File: src/rtl/logic_unit_pipe.sv
// logic_unit_pipe: WIDTH-bit registered logic/arithmetic unit with a fixed
// two-stage pipeline, valid/ready flow control and a completed-op counter.
//
// Handshake: a beat moves on a port when valid and ready are both high at a
// rising edge. The producer keeps valid asserted until the transfer happens.
// in_ready is a combinational function of out_valid/out_ready only (never of
// in_valid). Both stages advance together whenever the output register is
// empty or the sink is taking its current result.
module logic_unit_pipe #(
    parameter int WIDTH = 8,
    parameter int CNT_W = 8
) (
    input  logic             clk,
    input  logic             rst_n,
    input  logic             in_valid,
    output logic             in_ready,
    input  logic [WIDTH-1:0] a,
    input  logic [WIDTH-1:0] b,
    input  logic [2:0]       op,
    output logic             out_valid,
    input  logic             out_ready,
    output logic [WIDTH-1:0] result,
    output logic             zero,
    output logic             carry,
    output logic [CNT_W-1:0] op_count
);

    localparam logic [2:0] OP_AND  = 3'b000;
    localparam logic [2:0] OP_OR   = 3'b001;
    localparam logic [2:0] OP_XOR  = 3'b010;
    localparam logic [2:0] OP_NOT  = 3'b011;
    localparam logic [2:0] OP_ADD  = 3'b100;
    localparam logic [2:0] OP_SUB  = 3'b101;
    localparam logic [2:0] OP_PASS = 3'b110;

    logic             advance;
    logic             s1_valid;
    logic [WIDTH-1:0] s1_a;
    logic [WIDTH-1:0] s1_b;
    logic [2:0]       s1_op;
    logic [WIDTH:0]   f_wide;
    logic [WIDTH-1:0] f_result;
    logic             f_carry;

    // The whole pipe moves when the output slot is free or being drained.
    assign advance  = !out_valid || out_ready;
    assign in_ready = advance;

    // Stage 1: capture operands and op; holds while the pipe is stalled.
    always_ff @(posedge clk) begin
        if (!rst_n) begin
            s1_valid <= 1'b0;
            s1_a     <= '0;
            s1_b     <= '0;
            s1_op    <= '0;
        end else if (advance) begin
            s1_valid <= in_valid;
            s1_a     <= a;
            s1_b     <= b;
            s1_op    <= op;
        end
    end

    // Operation decode on the stage-1 operands. For SUB the extra top bit of
    // the (WIDTH+1)-bit difference is the borrow, i.e. set exactly when a < b.
    always_comb begin
        f_wide   = '0;
        f_result = '0;
        f_carry  = 1'b0;
        case (s1_op)
            OP_AND:  f_result = s1_a & s1_b;
            OP_OR:   f_result = s1_a | s1_b;
            OP_XOR:  f_result = s1_a ^ s1_b;
            OP_NOT:  f_result = ~s1_a;
            OP_ADD: begin
                f_wide   = {1'b0, s1_a} + {1'b0, s1_b};
                f_result = f_wide[WIDTH-1:0];
                f_carry  = f_wide[WIDTH];
            end
            OP_SUB: begin
                f_wide   = {1'b0, s1_a} - {1'b0, s1_b};
                f_result = f_wide[WIDTH-1:0];
                f_carry  = f_wide[WIDTH];
            end
            OP_PASS: f_result = s1_b;
            default: f_result = '0;
        endcase
    end

    // Stage 2: register result and flags; only a valid stage-1 op overwrites
    // them, so the last computed value persists while out_valid is low.
    always_ff @(posedge clk) begin
        if (!rst_n) begin
            out_valid <= 1'b0;
            result    <= '0;
            zero      <= 1'b0;
            carry     <= 1'b0;
        end else if (advance) begin
            out_valid <= s1_valid;
            if (s1_valid) begin
                result <= f_result;
                zero   <= (f_result == '0);
                carry  <= f_carry;
            end
        end
    end

    // Count results taken by the sink; wraps silently.
    always_ff @(posedge clk) begin
        if (!rst_n) begin
            op_count <= '0;
        end else if (out_valid && out_ready) begin
            op_count <= op_count + CNT_W'(1);
        end
    end

endmodule

File: config.mk
export PLATFORM = sky130hd
export DESIGN_NAME = logic_unit_pipe
export DESIGN_NICKNAME = d
export VERILOG_FILES = /design/src/rtl/logic_unit_pipe.sv
export SDC_FILE = /design/constraint.sdc
export NUM_CORES = 1
export LEC_CHECK = 0
export ABC_AREA = 1
export BUFFER_PORTS_ARGS = -buffer_cell sky130_fd_sc_hd__buf_2
export CAP_MARGIN = 30
export CORE_MARGIN = 3
export CORE_UTILIZATION = 62
export CTS_BUF_LIST = sky130_fd_sc_hd__clkbuf_16
export CTS_CLUSTER_SIZE = 8
export DETAILED_ROUTE_END_ITERATION = 16
export PLACE_DENSITY = 0.88
export SLEW_MARGIN = 5
export SYNTH_ARGS = -nofsm -noshare
export SYNTH_HDL_FRONTEND = slang
export SYNTH_SLANG_ARGS = --single-unit
export TNS_END_PERCENT = 1
File: constraint.sdc
create_clock -name clk -period 3.7 [get_ports clk]
set_input_delay 0.37 -clock clk [delete_from_list [all_inputs] [get_ports clk]]
set_output_delay 0.37 -clock clk [all_outputs]
set_load 0.1 [all_outputs]
---- Word level (Yosys, flattened, before mapping) ----
Index checks and enable logic that the tools add are counted.
storage, ports and cells
  register bits after elaboration ......... 39
  word-level logic and storage cells ...... 30
  input bits .............................. 23
  output and inout bits ................... 20
cells by class
  bitwise gates (word level) .............. 4
  muxes and demuxes ....................... 2
  $add $sub $neg .......................... 3
  reductions and logical operators ........ 6
  eq/ne operators ......................... 6
operators by type and width
  kind                                                 number
  case mux 8 bit (7 select lines)                      1
  adder 8 x 8 -> 9 bit                                 1
  equality test 3 bit, second input constant           3
  subtractor 8 x 8 -> 9 bit                            1
  adder 8 x 1 -> 8 bit, second input constant          1
  AND 8 bit                                            1
  zero test 8 bit                                      1
  inverter 8 bit                                       1
  bitwise OR 8 bit                                     1
  bitwise XOR 8 bit                                    1
  equality test 3 x 2 -> 1 bit, second input constant  2
  equality test 3 x 1 -> 1 bit, second input constant  1
  zero test 3 bit                                      1
  case mux 1 bit (2 select lines)                      1
  AND reduction 2 bit                                  1
  logical AND 1 bit                                    1
  zero test 1 bit                                      1
  logical OR 1 bit                                     1

---- Logic depth before layout (Yosys ltp) ----
Gate-level depths: netlist of the first run.
  word-level depth ........................ 3
  depth in mapped cells ................... 15
  gate-level depth less buffers ........... 15

---- Worst setup path before layout of the first run ----
Ideal clock, no wire load.
  kind .................................... flip-flop to output port
  start point ............................. reg out_valid
  end point ............................... out in_ready
  cell stages (with the launch flop) ...... 5
  arrival time ............................ 1,944 ps
  slack ................................... 1,386 ps
  data required time ...................... 3,330 ps
  path buffers ............................ 1
  cells stage by stage .................... dfxtp_1 -> inv_1 -> nor2_1 -> clkbuf_1 -> inv_1
on the way
  cells in the longest elaborated chain, start to end .. 2
RTL lines
  item                    line  text
  start, declared         20    output logic out_valid,
  start signal, assigned  99    out_valid <= s1_valid;
  zero test 1 bit         46    assign advance = !out_valid || out_ready;
  logical OR 1 bit        46
  end, declared           16    output logic in_ready,
No other way between the ends.

---- Final worst setup path of the first run ----
  start point ............................. reg out_valid
  end point ............................... reg zero
on the way
  cells in the longest elaborated chain, start to end .. 3
RTL lines
  item                           line  text
  zero test 1 bit                46
  logical OR 1 bit               46
  AND reduction 2 bit (no line)  -
  end signal, assigned           102   zero <= (f_result == '0);
  end, declared                  23    output logic zero,
No other way between the ends.
A chain may end at the register's enable or synchronous reset.

==> key figures, run 1 <==
Synth
  – Gate Count Post-Synth: roughly 420
  – Post-synth ARST share: 0
  – Largest area contributor in the netlist: dfxtp_1
  – Ys Warns: 0
  – Yosys cell types: 35
  – Synthesized area per cell: 6.68 um^2
  – Synth top area cells: dfxtp_1, ha_1, nand2_1, inv_1, o21ai_0
  – Net Count, Synth: ~470
  – Number of synthesized flops with an enable pin: 0
  – Sequential area share after synthesis: 0.280
  – Share of the synthesized area in the top cell type: 0.280
  – Cell Area, Synth: about 2800 um^2
  – Post-synth top flop: dfxtp_1
  – Seq cells post-synth: 39

CTS
  – Post-CTS Hold Buffers: 0
  – Clock-pin slew on the worst setup and hold paths: ~0.060 ns
  – Root buffer cell: clkbuf_16
  – TritonCTS clock tree: built
  – CTS buffer count: 5
  – H-tree levels: 2
  – Sink Count: 39
  – Clock latency on the worst-skew pair: between 0.2 and 0.3 ns
  – Cts repair resizes: 0
  – Post-CTS setup buffers: 0
  – Longest Clk Path Bufs: 2

Floorplanning
  – Die Footprint: 5330 um^2
  – Core Region: ~4200 um^2
  – Initial Util: 0.667
  – I/O Pins: between 40 and 50
  – Chip height: between 70 and 80 um
  – Die W: around 73 um
  – Cell Rows: 23

Pwr
  – Leak pwr: 0.00160 uW
  – Comb pwr share: 0.296
  – Pint: between 700 and 800 uW
  – Sw power: between 400 and 500 uW
  – Pwr Density: 404 nW/um^2
  – Sw Share: 0.368
  – Clock share of power: 0.327
  – Maximum vdd drop: 0.258 mV
  – Total Power: approximately 1300 uW
  – Sequential share of power: 0.378

Setup path
  – Crit Path Max Fanout: 42
  – CP Capture Type: flip-flop
  – Family with the most delay on the worst path: simple AND/OR/NAND/NOR gates
  – Critical Path, Cell by Cell: inv_1, nor2_2, buf_4, nor2_1, inv_1, nor2_1, nand3_1, nor2_1, nand3_1, a21oi_2
  – Worst Path Class, Setup: reg2reg
  – Crit path launch type: flip-flop
  – Crit-path slowest cell: nor2_1
  – CP peak stage delay: roughly 0.62 ns
  – Levels on crit path: 10
  – Worst Path Required: approximately 3.9 ns
  – Buf+Inv Stages, Crit Path: 3
  – CP arrival: 2.43 ns
  – Cell mode on critical path: nor2_1
  – Reg2Reg Depth: 10

Placed design
  – Final Wtd Congestion: just under 1
  – Cells after DPL: just under 500
  – Count of input and output buffers: 42
  – HPWL Detailed: between 5000 and 6000 um

Detailed routing
  – Final ANT Viol Nets: 0
  – Final WL: 7320 um
  – Avg WL per Cell: 14.6 um
  – Via count: ~2900
  – # DRC: 0
  – DRT iter0 DRCs: 274
  – Routed vias/inst: 5.69
  – Detailed-router iteration count before antenna repair: 5

STA
  – RSZ-0062 raised after global routing: no
  – Slew Viols, Final: 0
  – Fin Setup TNS: 0 ns
  – Finish-stage setup viols: 0
  – Normalized max-slew margin: 0.497
  – Clock skew: around 0.0064 ns
  – Ratio of final minimum period to clock period: 0.598
  – Final Hold Fails: 0
  – Max Fclk: 0.452 GHz
  – Minimum clock period: about 2.2 ns
  – Worst-margin pin slew: ~0.75 ns

Layout
  – Final #Nets: between 500 and 600
  – Antenna diode count: 0
  – Final non-filler cell total: approximately 500
  – Synth-to-layout area growth: 12.0%
  – Most frequent cells in the layout: nand2_1, inv_1, nor2_1, buf_2, o21ai_0
  – Layout cells sized above 1: 0.157
  – Most common cell after layout, fill and taps aside: nand2_1

Min path
  – WHS Path Cells: 3
  – Min-delay worst type: in2reg

Run
  – Max_cap viols: 0

Global route
  – Gr usage total: 0.282
  – Vias in the first global route: ~2600
  – Initial antenna violation count: 0
  – First-pass GRT wire length: between 10000 and 15000 um
  – Gr ovfl total: 0
  – Largest net degree at the start of global routing: 43

Outcome
  – Status: finished clean
[cell usage after synthesis (2+ instances only)]
| cell | instances |
|---|---|
| clkbuf_1 | 8 |
| nand4_1 | 9 |
| a21oi_1 | 32 |
| nor2_4 | 2 |
| o21ai_0 | 40 |
| nor2_1 | 47 |
| fa_1 | 2 |
| nand2_1 | 72 |
| o211ai_1 | 3 |
| nor3_1 | 3 |
| a21oi_2 | 2 |
| nand3_2 | 2 |
| nor2_2 | 6 |
| nand2_2 | 2 |
| dfxtp_1 | 39 |
| nand3_1 | 35 |
| o22ai_1 | 3 |
| inv_2 | 5 |
| buf_4 | 5 |
| ha_1 | 25 |
| inv_1 | 56 |
| o21ai_1 | 2 |
| nand3b_1 | 5 |
[worst paths after layout]
| check | start | to | slack (ns) |
|---|---|---|---|
| max | out_valid | zero | 1.49 |
| min | a[2] | s1_a[2] | 0.36 |
| max reg2reg | out_valid | zero | 1.49 |
| min reg2reg | op_count[7] | op_count[7] | 0.47 |
[sequential cells by signal (all words and copies together) (netlist names)]
signal	cells
op_count	8
result	8
s1_a	8
s1_b	8
s1_op	3
carry	1
out_valid	1
s1_valid	1
zero	1
[layer usage]
layer	share of wire	wire, um	track usage	vias up
li1	-	-	-	1418
met1	0.41	2990	0.341	1294
met2	0.50	3630	0.488	138
met3	0.079	578	0.0675	14
met4	0.017	123	0.0943	0
met5	0	0	0	-
[power groups by stage]
stage	clock, uW	sequential [uW]	combinational (uW)
6_report	412	475	372
5_1_grt	435	478	406
4_1_cts	418	475	367
3_5_place_dp	0	483	361
3_3_place_gp	0	482	354
2_1_floorplan	0	547	225
[final cells by class]
class | count | area (um^2)
Timing Repair Buffer | 43 | 218
Fill cell | 343 | 1050
Sequential cell | 39 | 781
Tap cell | 50 | 62.6
Clock buffer | 5 | 125
Clock inverter | 3 | 12.5
Multi-Input combinational cell | 300 | 1670
Inverter | 63 | 249
[through the flow]
| stage | instance area (um^2) | worst slack, ns | util | hold slack [ns] |
|---|---|---|---|---|
| floorplan | 2790 | 1.39 | - | 0.450 |
| global placement | 2980 | 1.61 | 0.715 | 0.448 |
| detailed placement | 2980 | 1.47 | 0.715 | 0.458 |
| CTS | 3120 | 1.53 | 0.748 | 0.365 |
| global route | 3120 | 1.19 | 0.748 | 0.387 |
| finish | 3120 | 1.49 | 0.748 | 0.363 |
[cells by family after synthesis]
logic type	after synthesis	synth area share
flops	39	0.280
compound gates	86	0.165
xor+xnor	1	0.00315
simple gates	186	0.304
buf+inv	78	0.120
fa+ha+maj	27	0.127
[worst reg2reg max path: stages (launching register included)]
cell	delay (ns)
dfxtp_1	0.33
inv_1	0.07
nor2_2	0.03
buf_4	0.23
nor2_1	0.63
inv_1	0.26
nor2_1	0.20
nand3_1	0.10
nor2_1	0.09
nand3_1	0.09
a21oi_2	0.12
Note: power is estimated with default switching activity, not from simulation.
==> inputs of run 2 (changes only) <==
ABC_AREA = 0   (was 1)
CORE_UTILIZATION = 52   (was 62)
PLACE_DENSITY = 0.79   (was 0.88)
clock period = 2 ns   (was 3.7 ns; I/O delays follow)
==> key figures, run 2 <==
Synth
  – Post-synth ARST share: 0
  – Gate Count Post-Synth: 347
  – Largest area contributor in the netlist: dfxtp_1
  – Cell Area, Synth: between 2000 and 3000 um^2
  – Sequential area share after synthesis: 0.277
  – Share of the synthesized area in the top cell type: 0.277
  – Number of synthesized flops with an enable pin: 0
  – Synthesized area per cell: between 8 and 9 um^2
  – Most common cell in the netlist: nand2_1
  – Net Count, Synth: around 400
  – Yosys cell types: 52
  – Ys Warns: 0
  – Synth top area cells: dfxtp_1, ha_1, nand2_1, a21boi_0, inv_1
  – Post-synth top flop: dfxtp_1
  – Seq cells post-synth: 39
  – Synth top cells by count: nand2_1, dfxtp_1, inv_1, ha_1, a21boi_0

Detailed routing
  – DRT iter0 DRCs: 295
  – Final ANT Viol Nets: 0
  – Detailed-router iteration count before antenna repair: 4
  – Routed vias/inst: about 5.6
  – # DRC: 0
  – Avg WL per Cell: approximately 15 um
  – Final WL: around 7600 um
  – Via count: ~2800

Setup path
  – Crit Path Max Fanout: 3
  – CP arrival: 2.42 ns
  – Worst Path Required: 2.19 ns
  – CP Capture Type: flip-flop
  – Worst Path Class, Setup: reg2reg
  – Crit path launch type: flip-flop

Layout
  – Final non-filler cell total: 497
  – Multi-input logic area: a little under 2000 um^2
  – Layout cells sized above 1: 0.333
  – Synth-to-layout area growth: 31.0%
  – Antenna diode count: 0
  – Most frequent cells in the layout: nand2_1, buf_4, buf_2, dfxtp_1, inv_1
  – Final Core Density: 0.715
  – Layout fillers: between 300 and 400
  – Final #Nets: 476
  – Storage cell area: between 700 and 800 um^2
  – Most common cell after layout, fill and taps aside: nand2_1

Floorplanning
  – Die Footprint: roughly 6300 um^2
  – Initial Util: 0.545
  – Cell Rows: 26
  – Core Region: 5170 um^2
  – I/O Pins: between 40 and 50
  – Die W: roughly 80 um
  – Chip height: around 80 um

STA
  – Clock skew: ~0.0058 ns
  – Minimum clock period: 2.22 ns
  – Worst-margin pin slew: 0.517 ns
  – Ratio of final minimum period to clock period: 1.11
  – Slew Viols, Final: 0
  – Max Fclk: between 0.4 and 0.5 GHz
  – Normalized max-slew margin: 0.646
  – Finish-stage setup viols: 6
  – Final Hold Fails: 0
  – Fin worst setup slack: -0.223 ns
  – RSZ-0062 raised after global routing: yes

Placed design
  – Cells after DPL: between 400 and 500
  – Pre-CTS setup slack: -0.378 ns
  – Count of input and output buffers: 42
  – HPWL Detailed: between 5000 and 6000 um
  – Final Wtd Congestion: around 0.95

Global route
  – Initial antenna violation count: 0
  – Gr usage total: 0.246
  – Gr ovfl total: 0
  – First-pass GRT wire length: 12400 um
  – Largest net degree at the start of global routing: 27
  – Vias in the first global route: 2661

Pwr
  – Leak pwr: between 0.0015 and 0.002 uW
  – Maximum vdd drop: 0.486 mV
  – Pwr Density: a little under 700 nW/um^2
  – Total Power: approximately 2500 uW

CTS
  – Root buffer cell: clkbuf_16
  – Longest Clk Path Bufs: 2
  – Clock latency on the worst-skew pair: between 0.2 and 0.3 ns
  – H-tree levels: 2
  – Clock-pin slew on the worst setup and hold paths: around 0.060 ns
  – CTS buffer count: 5
  – TritonCTS clock tree: built
  – Post-CTS Hold Buffers: 0
  – Sink Count: 39

Outcome
  – Failing checks: negative setup slack
  – Status: complete, but fails checks

Run
  – Max_cap viols: 0

Min path
  – Min-delay worst type: in2reg
## run 2: cell type report
cell class / instances / area share
clock buffer: 5 / 0.0338
clock inverter: 3 / 0.0118
inverter: 28 / 0.0291
multi-input combinational: 258 / 0.525
sequential: 39 / 0.215
tap: 70 / 0.0237
timing repair buffer: 94 / 0.162
## run 2: power breakdown
part | internal (uW) | leakage (uW) | switching (uW)
Clock | 588 | 0.0000838 | 319
Combinational | 312 | 0.00127 | 446
Sequential | 819 | 0.000324 | 40.0
Total | 1720 | 0.00167 | 805
## run 2: worst paths after layout
path	end	startpoint	slack, ns	cells past startpoint
worst max-delay path	zero	s1_b[2]	-0.22	10
worst min-delay path	s1_b[1]	b[1]	0.16	3
worst max register to register	zero	s1_b[2]	-0.22	10
worst min register to register	s1_valid	s1_valid	0.48	2
## run 2: metal layers
layer / global-route usage / routed length (um) / up-vias
li1: - / - / 1356
met1: 0.320 / 3340 / 1297
met2: 0.410 / 3590 / 113
met3: 0.0553 / 544 / 16
met4: 0.0636 / 134 / 0
met5: 0 / 0 / -
## run 2: through the flow
step	setup TNS (ns)	hold WS, ns	cell area (um^2)
2_1_floorplan	-0.196	0.347	2820
3_3_place_gp	-0.999	0.452	3400
3_5_place_dp	-1.54	0.457	3400
4_1_cts	-0.480	0.163	3660
5_1_grt	-1.17	0.174	3700
6_report	-0.544	0.164	3700
## run 2: timing repair
action,CTS,global route
hold endpoints to repair,0,0
setup endpoints to repair,9,9
pin swaps,8,6
gates resized for setup,28,9
buffers inserted,1,0
gates cloned,0,0
## run 2: logic make-up after synthesis
group                      count (synthesis)  share of synthesized area
and+or+nand+nor                          109                      0.178
xor gates and xnor gates                  11                     0.0341
adders and majority gates                 27                      0.125
muxes                                     10                     0.0492
AOI/OAI and AO/OA                        101                      0.259
DFF                                       39                      0.277
buffers and inverters                     50                     0.0780
## run 2: critical path, stage by stage, from the launching register on
cell and delay (ns):
dfxtp_2 0.34, inv_2 0.05, buf_4 0.12, ha_1 0.20
o21bai_4 0.19, a21oi_4 0.15, nor4_1 0.07, or4_4 0.52
a21oi_2 0.18, nand4_1 0.12, o32ai_2 0.20
